==> src/rtl/branch_pkg.sv <==
// Shared definitions for the branch resolution unit: function codes and PC step.
package branch_pkg;

    typedef enum logic [3:0] {
        BF_BLTZ = 4'b0000,
        BF_BGEZ = 4'b0001,
        BF_BEQ  = 4'b0010,
        BF_BNE  = 4'b0011,
        BF_BLEZ = 4'b0100,
        BF_BGTZ = 4'b0101,
        BF_JMP  = 4'b0110
    } bf_t;

    localparam logic [3:0]  BF_ILLEGAL_MIN = 4'b0111;
    localparam int unsigned PC_STEP        = 4;

endpackage

==> src/rtl/branch_redirect_if.sv <==
// Branch-op input channel, resolved-result output channel, redirect and statistics.
interface branch_redirect_if #(
    parameter int W     = 32,
    parameter int CNT_W = 16
) ();
    logic             in_valid;
    logic             in_ready;
    logic [W-1:0]     in_pc;
    logic [W-1:0]     in_imm;
    logic [W-1:0]     in_a;
    logic [W-1:0]     in_b;
    logic [3:0]       in_bf;
    logic             in_pred;

    logic             out_valid;
    logic             out_ready;
    logic             out_taken;
    logic             out_mispred;
    logic             out_illegal;
    logic [W-1:0]     out_npc;

    logic             redirect_valid;
    logic [W-1:0]     redirect_pc;
    logic [CNT_W-1:0] br_cnt;
    logic [CNT_W-1:0] mis_cnt;

    modport slave (
        input  in_valid, in_pc, in_imm, in_a, in_b, in_bf, in_pred, out_ready,
        output in_ready, out_valid, out_taken, out_mispred, out_illegal, out_npc,
               redirect_valid, redirect_pc, br_cnt, mis_cnt
    );

    modport master (
        output in_valid, in_pc, in_imm, in_a, in_b, in_bf, in_pred, out_ready,
        input  in_ready, out_valid, out_taken, out_mispred, out_illegal, out_npc,
               redirect_valid, redirect_pc, br_cnt, mis_cnt
    );
endinterface

==> src/rtl/branch_redirect_bcond_eval.sv <==
// Combinational branch-condition evaluator; operands are two's-complement signed.
module bcond_eval
    import branch_pkg::*;
#(
    parameter int W = 32
) (
    input  logic [W-1:0] a,
    input  logic [W-1:0] b,
    input  logic [3:0]   bf,
    output logic         taken,
    output logic         illegal
);
    logic a_neg_s;
    logic a_zero_s;

    assign a_neg_s  = a[W-1];
    assign a_zero_s = (a == {W{1'b0}});

    // Decode the function code into a direction; unknown codes resolve not-taken
    always_comb begin
        taken   = 1'b0;
        illegal = 1'b0;
        case (bf)
            BF_BLTZ: taken = a_neg_s;
            BF_BGEZ: taken = !a_neg_s;
            BF_BEQ:  taken = (a == b);
            BF_BNE:  taken = (a != b);
            BF_BLEZ: taken = a_neg_s || a_zero_s;
            BF_BGTZ: taken = !a_neg_s && !a_zero_s;
            BF_JMP:  taken = 1'b1;
            default: illegal = (bf >= BF_ILLEGAL_MIN);
        endcase
    end
endmodule

==> src/rtl/branch_redirect.sv <==
// Two-stage branch resolution: S1 captures the op, S2 holds the evaluated result;
// a mispredicted retire squashes the younger op and pulses a fetch redirect.
module branch_redirect
    import branch_pkg::*;
#(
    parameter int W     = 32,
    parameter int CNT_W = 16
) (
    input  logic             clk,
    input  logic             rst_n,
    branch_redirect_if.slave bus
);
    localparam logic [W-1:0]     PC_STEP_W = W'(PC_STEP);
    localparam logic [CNT_W-1:0] CNT_ONE   = {{(CNT_W-1){1'b0}}, 1'b1};

    logic             s1_valid_q, s1_valid_d;
    logic [W-1:0]     s1_pc_q,    s1_pc_d;
    logic [W-1:0]     s1_imm_q,   s1_imm_d;
    logic [W-1:0]     s1_a_q,     s1_a_d;
    logic [W-1:0]     s1_b_q,     s1_b_d;
    logic [3:0]       s1_bf_q,    s1_bf_d;
    logic             s1_pred_q,  s1_pred_d;

    logic             s2_valid_q,   s2_valid_d;
    logic             s2_taken_q,   s2_taken_d;
    logic             s2_mispred_q, s2_mispred_d;
    logic             s2_illegal_q, s2_illegal_d;
    logic [W-1:0]     s2_npc_q,     s2_npc_d;

    logic             redir_valid_q, redir_valid_d;
    logic [W-1:0]     redir_pc_q,    redir_pc_d;
    logic [CNT_W-1:0] br_cnt_q,      br_cnt_d;
    logic [CNT_W-1:0] mis_cnt_q,     mis_cnt_d;

    logic             advance_s, retire_s, squash_s, in_ready_s, accept_s;
    logic             eval_taken_s, eval_illegal_s;
    logic [W-1:0]     fall_s, target_s;

    assign advance_s  = !s2_valid_q || bus.out_ready;
    assign retire_s   = s2_valid_q && bus.out_ready;
    assign squash_s   = retire_s && s2_mispred_q;
    assign in_ready_s = !s1_valid_q || advance_s;
    assign accept_s   = bus.in_valid && in_ready_s;

    bcond_eval #(.W(W)) u_eval (
        .a       (s1_a_q),
        .b       (s1_b_q),
        .bf      (s1_bf_q),
        .taken   (eval_taken_s),
        .illegal (eval_illegal_s)
    );

    assign fall_s   = s1_pc_q + PC_STEP_W;
    assign target_s = fall_s + (s1_imm_q << 2'd2);

    // S1 capture; a squash drops both the held op and anything arriving this cycle
    always_comb begin
        s1_valid_d = s1_valid_q;
        s1_pc_d    = s1_pc_q;
        s1_imm_d   = s1_imm_q;
        s1_a_d     = s1_a_q;
        s1_b_d     = s1_b_q;
        s1_bf_d    = s1_bf_q;
        s1_pred_d  = s1_pred_q;
        if (squash_s) begin
            s1_valid_d = 1'b0;
        end else if (accept_s) begin
            s1_valid_d = 1'b1;
            s1_pc_d    = bus.in_pc;
            s1_imm_d   = bus.in_imm;
            s1_a_d     = bus.in_a;
            s1_b_d     = bus.in_b;
            s1_bf_d    = bus.in_bf;
            s1_pred_d  = bus.in_pred;
        end else if (advance_s) begin
            s1_valid_d = 1'b0;
        end else begin
            s1_valid_d = s1_valid_q;
        end
    end

    // S2 result; data only changes on a real load so a stalled output is stable
    always_comb begin
        s2_valid_d   = s2_valid_q;
        s2_taken_d   = s2_taken_q;
        s2_mispred_d = s2_mispred_q;
        s2_illegal_d = s2_illegal_q;
        s2_npc_d     = s2_npc_q;
        if (advance_s) begin
            if (s1_valid_q && !squash_s) begin
                s2_valid_d   = 1'b1;
                s2_taken_d   = eval_taken_s;
                s2_mispred_d = eval_taken_s ^ s1_pred_q;
                s2_illegal_d = eval_illegal_s;
                s2_npc_d     = eval_taken_s ? target_s : fall_s;
            end else begin
                s2_valid_d   = 1'b0;
            end
        end else begin
            s2_valid_d = s2_valid_q;
        end
    end

    // Redirect pulse and retire statistics
    always_comb begin
        redir_valid_d = squash_s;
        redir_pc_d    = squash_s ? s2_npc_q : redir_pc_q;
        br_cnt_d      = retire_s ? (br_cnt_q + CNT_ONE) : br_cnt_q;
        mis_cnt_d     = squash_s ? (mis_cnt_q + CNT_ONE) : mis_cnt_q;
    end

    // State registers
    always_ff @(posedge clk or negedge rst_n) begin
        if (!rst_n) begin
            s1_valid_q    <= 1'b0;
            s1_pc_q       <= {W{1'b0}};
            s1_imm_q      <= {W{1'b0}};
            s1_a_q        <= {W{1'b0}};
            s1_b_q        <= {W{1'b0}};
            s1_bf_q       <= 4'b0000;
            s1_pred_q     <= 1'b0;
            s2_valid_q    <= 1'b0;
            s2_taken_q    <= 1'b0;
            s2_mispred_q  <= 1'b0;
            s2_illegal_q  <= 1'b0;
            s2_npc_q      <= {W{1'b0}};
            redir_valid_q <= 1'b0;
            redir_pc_q    <= {W{1'b0}};
            br_cnt_q      <= {CNT_W{1'b0}};
            mis_cnt_q     <= {CNT_W{1'b0}};
        end else begin
            s1_valid_q    <= s1_valid_d;
            s1_pc_q       <= s1_pc_d;
            s1_imm_q      <= s1_imm_d;
            s1_a_q        <= s1_a_d;
            s1_b_q        <= s1_b_d;
            s1_bf_q       <= s1_bf_d;
            s1_pred_q     <= s1_pred_d;
            s2_valid_q    <= s2_valid_d;
            s2_taken_q    <= s2_taken_d;
            s2_mispred_q  <= s2_mispred_d;
            s2_illegal_q  <= s2_illegal_d;
            s2_npc_q      <= s2_npc_d;
            redir_valid_q <= redir_valid_d;
            redir_pc_q    <= redir_pc_d;
            br_cnt_q      <= br_cnt_d;
            mis_cnt_q     <= mis_cnt_d;
        end
    end

    assign bus.in_ready       = in_ready_s;
    assign bus.out_valid      = s2_valid_q;
    assign bus.out_taken      = s2_taken_q;
    assign bus.out_mispred    = s2_mispred_q;
    assign bus.out_illegal    = s2_illegal_q;
    assign bus.out_npc        = s2_npc_q;
    assign bus.redirect_valid = redir_valid_q;
    assign bus.redirect_pc    = redir_pc_q;
    assign bus.br_cnt         = br_cnt_q;
    assign bus.mis_cnt        = mis_cnt_q;
endmodule

==> src/flat_wrapper.sv <==
// flat-port wrapper written by rule: the top's interface ports become plain ports
module branch_redirect_flat import branch_pkg::*;
#(
    parameter int W     = 32,
    parameter int CNT_W = 16
)
  (clk, rst_n, bus_in_valid, bus_in_pc, bus_in_imm, bus_in_a, bus_in_b, bus_in_bf, bus_in_pred, bus_out_ready, bus_in_ready, bus_out_valid, bus_out_taken, bus_out_mispred, bus_out_illegal, bus_out_npc, bus_redirect_valid, bus_redirect_pc, bus_br_cnt, bus_mis_cnt);
  branch_redirect_if #(.W(W), .CNT_W(CNT_W)) bus_i ();
  input  logic clk;
  input  logic rst_n;
  input wire logic [$bits(bus_i.in_valid)-1:0] bus_in_valid;
  input wire logic [$bits(bus_i.in_pc)-1:0] bus_in_pc;
  input wire logic [$bits(bus_i.in_imm)-1:0] bus_in_imm;
  input wire logic [$bits(bus_i.in_a)-1:0] bus_in_a;
  input wire logic [$bits(bus_i.in_b)-1:0] bus_in_b;
  input wire logic [$bits(bus_i.in_bf)-1:0] bus_in_bf;
  input wire logic [$bits(bus_i.in_pred)-1:0] bus_in_pred;
  input wire logic [$bits(bus_i.out_ready)-1:0] bus_out_ready;
  output wire logic [$bits(bus_i.in_ready)-1:0] bus_in_ready;
  output wire logic [$bits(bus_i.out_valid)-1:0] bus_out_valid;
  output wire logic [$bits(bus_i.out_taken)-1:0] bus_out_taken;
  output wire logic [$bits(bus_i.out_mispred)-1:0] bus_out_mispred;
  output wire logic [$bits(bus_i.out_illegal)-1:0] bus_out_illegal;
  output wire logic [$bits(bus_i.out_npc)-1:0] bus_out_npc;
  output wire logic [$bits(bus_i.redirect_valid)-1:0] bus_redirect_valid;
  output wire logic [$bits(bus_i.redirect_pc)-1:0] bus_redirect_pc;
  output wire logic [$bits(bus_i.br_cnt)-1:0] bus_br_cnt;
  output wire logic [$bits(bus_i.mis_cnt)-1:0] bus_mis_cnt;
  assign bus_i.in_valid = bus_in_valid;
  assign bus_i.in_pc = bus_in_pc;
  assign bus_i.in_imm = bus_in_imm;
  assign bus_i.in_a = bus_in_a;
  assign bus_i.in_b = bus_in_b;
  assign bus_i.in_bf = bus_in_bf;
  assign bus_i.in_pred = bus_in_pred;
  assign bus_i.out_ready = bus_out_ready;
  assign bus_in_ready = bus_i.in_ready;
  assign bus_out_valid = bus_i.out_valid;
  assign bus_out_taken = bus_i.out_taken;
  assign bus_out_mispred = bus_i.out_mispred;
  assign bus_out_illegal = bus_i.out_illegal;
  assign bus_out_npc = bus_i.out_npc;
  assign bus_redirect_valid = bus_i.redirect_valid;
  assign bus_redirect_pc = bus_i.redirect_pc;
  assign bus_br_cnt = bus_i.br_cnt;
  assign bus_mis_cnt = bus_i.mis_cnt;
  branch_redirect #(.W(W), .CNT_W(CNT_W)) u_core (.clk(clk), .rst_n(rst_n), .bus(bus_i));
endmodule
==> config.mk <==
export PLATFORM = sky130hd
export DESIGN_NAME = branch_redirect_flat
export DESIGN_NICKNAME = d
export VERILOG_FILES = /design/src/rtl/branch_pkg.sv /design/src/rtl/branch_redirect_if.sv /design/src/rtl/branch_redirect_bcond_eval.sv /design/src/rtl/branch_redirect.sv /design/src/flat_wrapper.sv
export SDC_FILE = /design/constraint.sdc
export NUM_CORES = 1
export LEC_CHECK = 0
export BUFFER_PORTS_ARGS = -buffer_cell sky130_fd_sc_hd__buf_2
export CORE_UTILIZATION = 50
export CTS_CLUSTER_SIZE = 24
export DETAILED_ROUTE_END_ITERATION = 10
export PLACE_DENSITY = 0.76
export SYNTH_ARGS = -nofsm -noshare
export SYNTH_HDL_FRONTEND = slang
export SYNTH_HIERARCHICAL = 1
export SYNTH_SLANG_ARGS = --single-unit
==> constraint.sdc <==
create_clock -name clk -period 3.6 [get_ports clk]
set_input_delay 0.54 -clock clk [delete_from_list [all_inputs] [get_ports clk]]
set_output_delay 0.54 -clock clk [all_outputs]
set_load 0.03 [all_outputs]
== After elaboration in Yosys (flattened, before gate mapping) ==
Cells that the tools add are included.

* Equality and inequality tests: 8
* Magnitude comparators: 1
* Bitwise operators: 2
* Multiply operators: 0
* Mux-type cells: 7
* Div/mod/pow operators: 0
* Reductions and logical operators: 19
* Shift-type cells: 0
* Add/subtract/negate cells: 4

{| class="wikitable"
|+ Operators by type and width
! cell !! number
|-
| adder 16 x 1 -> 16 bit (second input constant) || 2
|-
| adder 32 x 3 -> 32 bit (second input constant) || 1
|-
| adder 32 bit || 1
|-
| equality test 32 bit || 1
|-
| zero test 32 bit || 1
|-
| 2-to-1 mux 32 bit || 1
|-
| != test 32 bit || 1
|-
| equality test 4 x 3 -> 1 bit (second input constant) || 3
|-
| equality test 4 x 2 -> 1 bit (second input constant) || 2
|-
| case mux 1 bit (7 select lines) || 1
|-
| OR reduction 7 bit || 1
|-
| logical AND 1 bit || 5
|-
| zero test 1 bit || 5
|-
| 2-to-1 mux 1 bit || 5
|-
| equality test 4 x 1 -> 1 bit (second input constant) || 1
|-
| >= comparator 4 x 3 -> 1 bit (second input constant) || 1
|-
| zero test 4 bit || 1
|-
| AND reduction 2 bit || 2
|-
| logical OR 1 bit || 3
|-
| nonzero test 3 bit || 1
|-
| NOT 1 bit || 1
|-
| XOR 1 bit || 1
|}

* RAM bits: 0
* Input bits: 137
* Output and inout port bits: 102
* ROM bits: 0
* Logic and storage cells: 57
* Register bits: 233
* Memories kept: 0
* Bits in latches: 0

== Logic depth before layout (Yosys ltp) ==
* Depth in word-level cells: 6
* Gate-level depth with buffers: 16
* Depth with buffers taken out: 15

== Modules after synthesis ==
The synthesis kept the hierarchy.

{| class="wikitable"
|+ Modules (own cells, without submodules)
! module !! times used !! area each (µm²) !! cells each !! seq. area each (µm²)
|-
| branch_redirect || 1 || 11232.0 || 1007 || 5830.6
|-
| bcond_eval || 1 || 509.2 || 66 || 0.0
|}

== Worst setup path after synthesis ==
No wires, ideal clock.

* Path kind: flip-flop to flip-flop
* Start: register u_core.s1_pc_q[5]
* End: register u_core.s2_npc_q[30], in the netlist u_core/bus.out_npc[30]
* Data required time: 3517 ps
* Stages on the path, launching flop included: 17
* Library setup time: 83 ps
* Slack: 110 ps
* Path buffers: 1
* Period minus slack after synthesis: 3490 ps
* Data arrival time: 3407 ps
* Cells stage by stage: dfrtp_1 and4_1 buf_2 and4_4 nand3_4 nor2_1 nand3_1 xnor2_1 ha_1 a21o_1 a21o_1 a21o_1 a22o_1 a2111oi_0 o21ai_0 xnor2_1 o21ai_0

* Cells in the longest elaborated chain, start to end: 3

{| class="wikitable"
|+ RTL lines
! what !! line !! text
|-
| from (decl) || branch_redirect.sv:17 || <nowiki>logic [W-1:0] s1_pc_q, s1_pc_d;</nowiki>
|-
| from (signal assigned) || branch_redirect.sv:116 || <nowiki>s1_pc_q <= {W{1'b0}};</nowiki>
|-
| from (signal assigned) || branch_redirect.sv:133 || <nowiki>s1_pc_q <= s1_pc_d;</nowiki>
|-
| adder 32 x 3 -> 32 bit * || branch_redirect.sv:53 || <nowiki>assign fall_s = s1_pc_q + PC_STEP_W;</nowiki>
|-
| adder 32 bit || branch_redirect.sv:54 || <nowiki>assign target_s = fall_s + (s1_imm_q << 2'd2);</nowiki>
|-
| 2-to-1 mux 32 bit * || branch_redirect.sv:95 || <nowiki>s2_npc_d = eval_taken_s ? target_s : fall_s;</nowiki>
|-
| to (signal assigned) || branch_redirect.sv:126 || <nowiki>s2_npc_q <= {W{1'b0}};</nowiki>
|-
| to (signal assigned) || branch_redirect.sv:143 || <nowiki>s2_npc_q <= s2_npc_d;</nowiki>
|-
| to (decl) || branch_redirect.sv:28 || <nowiki>logic [W-1:0] s2_npc_q, s2_npc_d;</nowiki>
|}

Every way passes the cells marked *; elsewhere a longest branch is shown, timed or not.
A chain may end at the register's enable or synchronous reset.

== Worst setup path in the final report ==
* Start: register u_core.s1_pc_q[5]
* End: register u_core.s2_npc_q[26], in the netlist u_core/bus.out_npc[26]

Same word-level chain as after synthesis.

==> reports/metrics.cfg <==
[run_status]
status = finished clean

[finish]
fin_nets = 1515
area_growth_pct = 23.5
final_cells = 1672
drive_gt1_share_pct = 35.8

[drt]
vias_per_cell = 5.38
drt_pre_antenna_iters = 5
ant_nets = 0
routed_wirelength_mm = 28.3
vias = 9003
drt-initial-drc-count = 475
wl_per_cell_microns = 16.9
post-route-drc-count = 0

[yosys]
yosysMostFrequentCell = dfrtp_1
yosys.area.top_type = dfrtp_1
synth_edf_count = 0
async_flop_share_pct = 100
syn_inst = 1073
ys_seq_area_share_pct = 49.7
synthTopCellsByArea = dfrtp_1, mux2_2, nand2_1, xor2_1, ha_1
syn_avg_cell_area_sq_um = 10.9
synth.top_cells.by_count = dfrtp_1, nand2_1, mux2_2
synth_top_cell_area_share_pct = 49.7
synthFlopType = dfrtp_1
syn-cell-area_sq_mm = 0.0117
yosys_register_bits = 233
synth_cell_types = 64
synth_warnings = 6
synth_nets = 1250

[sta]
clock_skew_ns = 0.0189
setup-violations-final = 0
drv_slew = 0
max_slew_margin_pct = 46.0
layout_min_cycle_time_ns = 3.51
max_freq_ghz = 0.285
finalHoldViolCount = 0
rsz0062_at_grt = yes
tightest_slew_ns = 0.801
timing.final.crit_share_pct = 97.6

[pwr]
finalPower_mw = 13.3
power_leakage_nw = 6.94
peakVddDrop_mv = 0.487
combPwrFrac_pct = 47.4
switchingPower_mw = 5.52
swShare_pct = 41.6
p_clk_share_pct = 19.5
seqPwrFrac_pct = 33.1
p_per_area_mw_per_mm2 = 916
internal_power_mw = 7.76

[setup_path]
worstPathCellList = and4_1 -> and4_4 -> nand3_4 -> nor2_4 -> nand3_1 -> xnor2_2 -> ha_4 -> a21o_1 -> a21o_1 -> a21o_1 -> a22o_1 -> a2111oi_1 -> buf_4 -> a21oi_1 -> xnor2_1 -> o21ai_0
worst_ep_required_time_ns = 3.98
end_kind = register
crit_path_max_incr_delay_ns = 0.36
crit_arrival_ns = 3.89
critPathLaunchType = register
timing.critical_path.mode_cell = a21o_1
critPathBufInv = 1
crit_slowest_cell = a2111oi_1
critPathTopFamily = compound AO/OA/AOI/OAI gates
worstPathMaxFanout = 5
critical_path_class = register to register

[flow_run]
maxCapViolCount = 0

[clock_tree]
cts_buffers = 26
clkSinkCount = 233
htree_levels = 1
clk_latency_ns = 0.53
clock-root-buffer = clkbuf_16
clk_pin_slew_worst_paths_ns = 0.06
cts.path.max_buffers = 3
cts_tree = done

[place]
dp_hpwl_mm = 20.7
portBuffers = 236
placedCellCount = 1619
gp_congestion = 0.888

[global_route]
grt_pass1_wl_mm = 44.8
grt_usage_pct = 23.4
grt_pass1_vias = 8866
grt_overflow = 0
antenna_found_initial = 9
grt_max_degree = 96

[die]
die_y_microns = 155
io_pins = 239
start_util_pct = 51.4
die_area_sq_mm = 0.0241
core_area_sq_mm = 0.0228
die_w_microns = 155
rows = 55

[worst_hold_path]
hold_path_class = input port to async pin

[sequential cells by signal, summed over array words and instances, names as in the netlist]
name and cells:
u_core/s1_bf_q 4, u_core/s1_b_q 32, u_core/bus.out_mispred 1, u_core/bus.out_valid 1, u_core/bus.mis_cnt 16, u_core/bus.redirect_valid 1, u_core/bus.out_npc 32, u_core/s1_a_q 32
u_core/bus.out_illegal 1, u_core/bus.br_cnt 16, u_core/s1_valid_q 1, u_core/s1_pc_q 32, u_core/s1_imm_q 30, u_core/s1_pred_q 1, u_core/bus.redirect_pc 32, u_core/bus.out_taken 1
[cells by family after synthesis]
| group | share of synthesized area, % |
|---|---|
| multiplexers | 13.3 |
| AND/OR/NAND/NOR | 13.9 |
| AO/OA/AOI/OAI | 8.27 |
| buffers and inverters | 1.84 |
| flip-flops | 49.7 |
| XOR/XNOR | 8.79 |
| adder cells (fa/ha/maj) | 4.33 |
[cells in the final DEF, fill, tap and decap left out, drive strengths merged, types with 30 or more instances in the layout]
master	count
buf	274
dfrtp	233
nand2	185
mux2	132
xor2	60
xnor2	54
o21ai	49
nor2	44
clkbuf	40
ha	39
a21oi	33
nand3	30
[power groups by stage]
stage	sequential [mW]	clock (mW)	combinational, mW
finish	4.40	2.60	6.29
CTS	4.38	2.66	6.12
global route	4.52	2.75	6.84
floorplan	5.03	0	3.65
global placement	4.38	0	5.94
detailed placement	4.42	0	6.06
[worst paths after layout]
check | depth (start not counted) | from | slack, ns | to
worst min register to register | 1 | u_core/bus.br_cnt[15]$_DFFE_PN0P_ | 0.47 | u_core/bus.br_cnt[15]$_DFFE_PN0P_
min in group clk | 2 | bus_in_a[16] | 0.24 | u_core/s1_a_q[16]$_DFFE_PN0P_
worst max register to register | 16 | u_core/s1_pc_q[5]$_DFFE_PN0P_ | 0.09 | u_core/bus.out_npc[26]$_DFFE_PN0P_
worst min-delay path | 1 | rst_n | 0.04 | u_core/bus.redirect_pc[7]$_DFFE_PN0P_
worst max-delay path | 16 | u_core/s1_pc_q[5]$_DFFE_PN0P_ | 0.09 | u_core/bus.out_npc[26]$_DFFE_PN0P_
max in group asynchronous | 2 | rst_n | 2.68 | u_core/s1_b_q[2]$_DFFE_PN0P_
[cell type report]
cell class,count,area (sq um)
Inverter,11,41.3
Antenna cell,6,15.0
Sequential cell,233,5830
Clock buffer,40,805
Clock inverter,3,40.0
Timing Repair Buffer,274,1530
Fill cell,1864,8340
Tap cell,313,392
Multi-Input combinational cell,792,5850
[repair_timing]
item / CTS / global route
endpoints found under the setup margin: 1 / 11
pin swaps: 0 / 4
resized for setup: 1 / 24
setup buffers: 0 / 4
hold buffers: 0 / 0
hold endpoints to repair: 0 / 0
[layer usage]
metal	up-vias	track usage (%)	wire [microns]
met1	4328	29.1	11700
met4	6	6.21	658
met3	55	6.80	2330
met2	307	39.8	13600
met5	-	0	30
li1	4307	-	-
[per-stage QoR]
step	hold WS, ns	util (%)	cell area (sq um)	setup TNS [ns]	setup slack, ns
2_1_floorplan	0.244	-	11700	0	0.110
3_3_place_gp	0.440	59.0	13500	0	0.0617
3_5_place_dp	0.452	59.0	13500	0	0.0161
4_1_cts	0.0727	62.7	14300	0	0.0139
5_1_grt	0.111	63.4	14500	-0.223	-0.0927
6_report	0.0425	63.5	14500	0	0.0874
No activity file was read; power rests on OpenSTA's default activity.
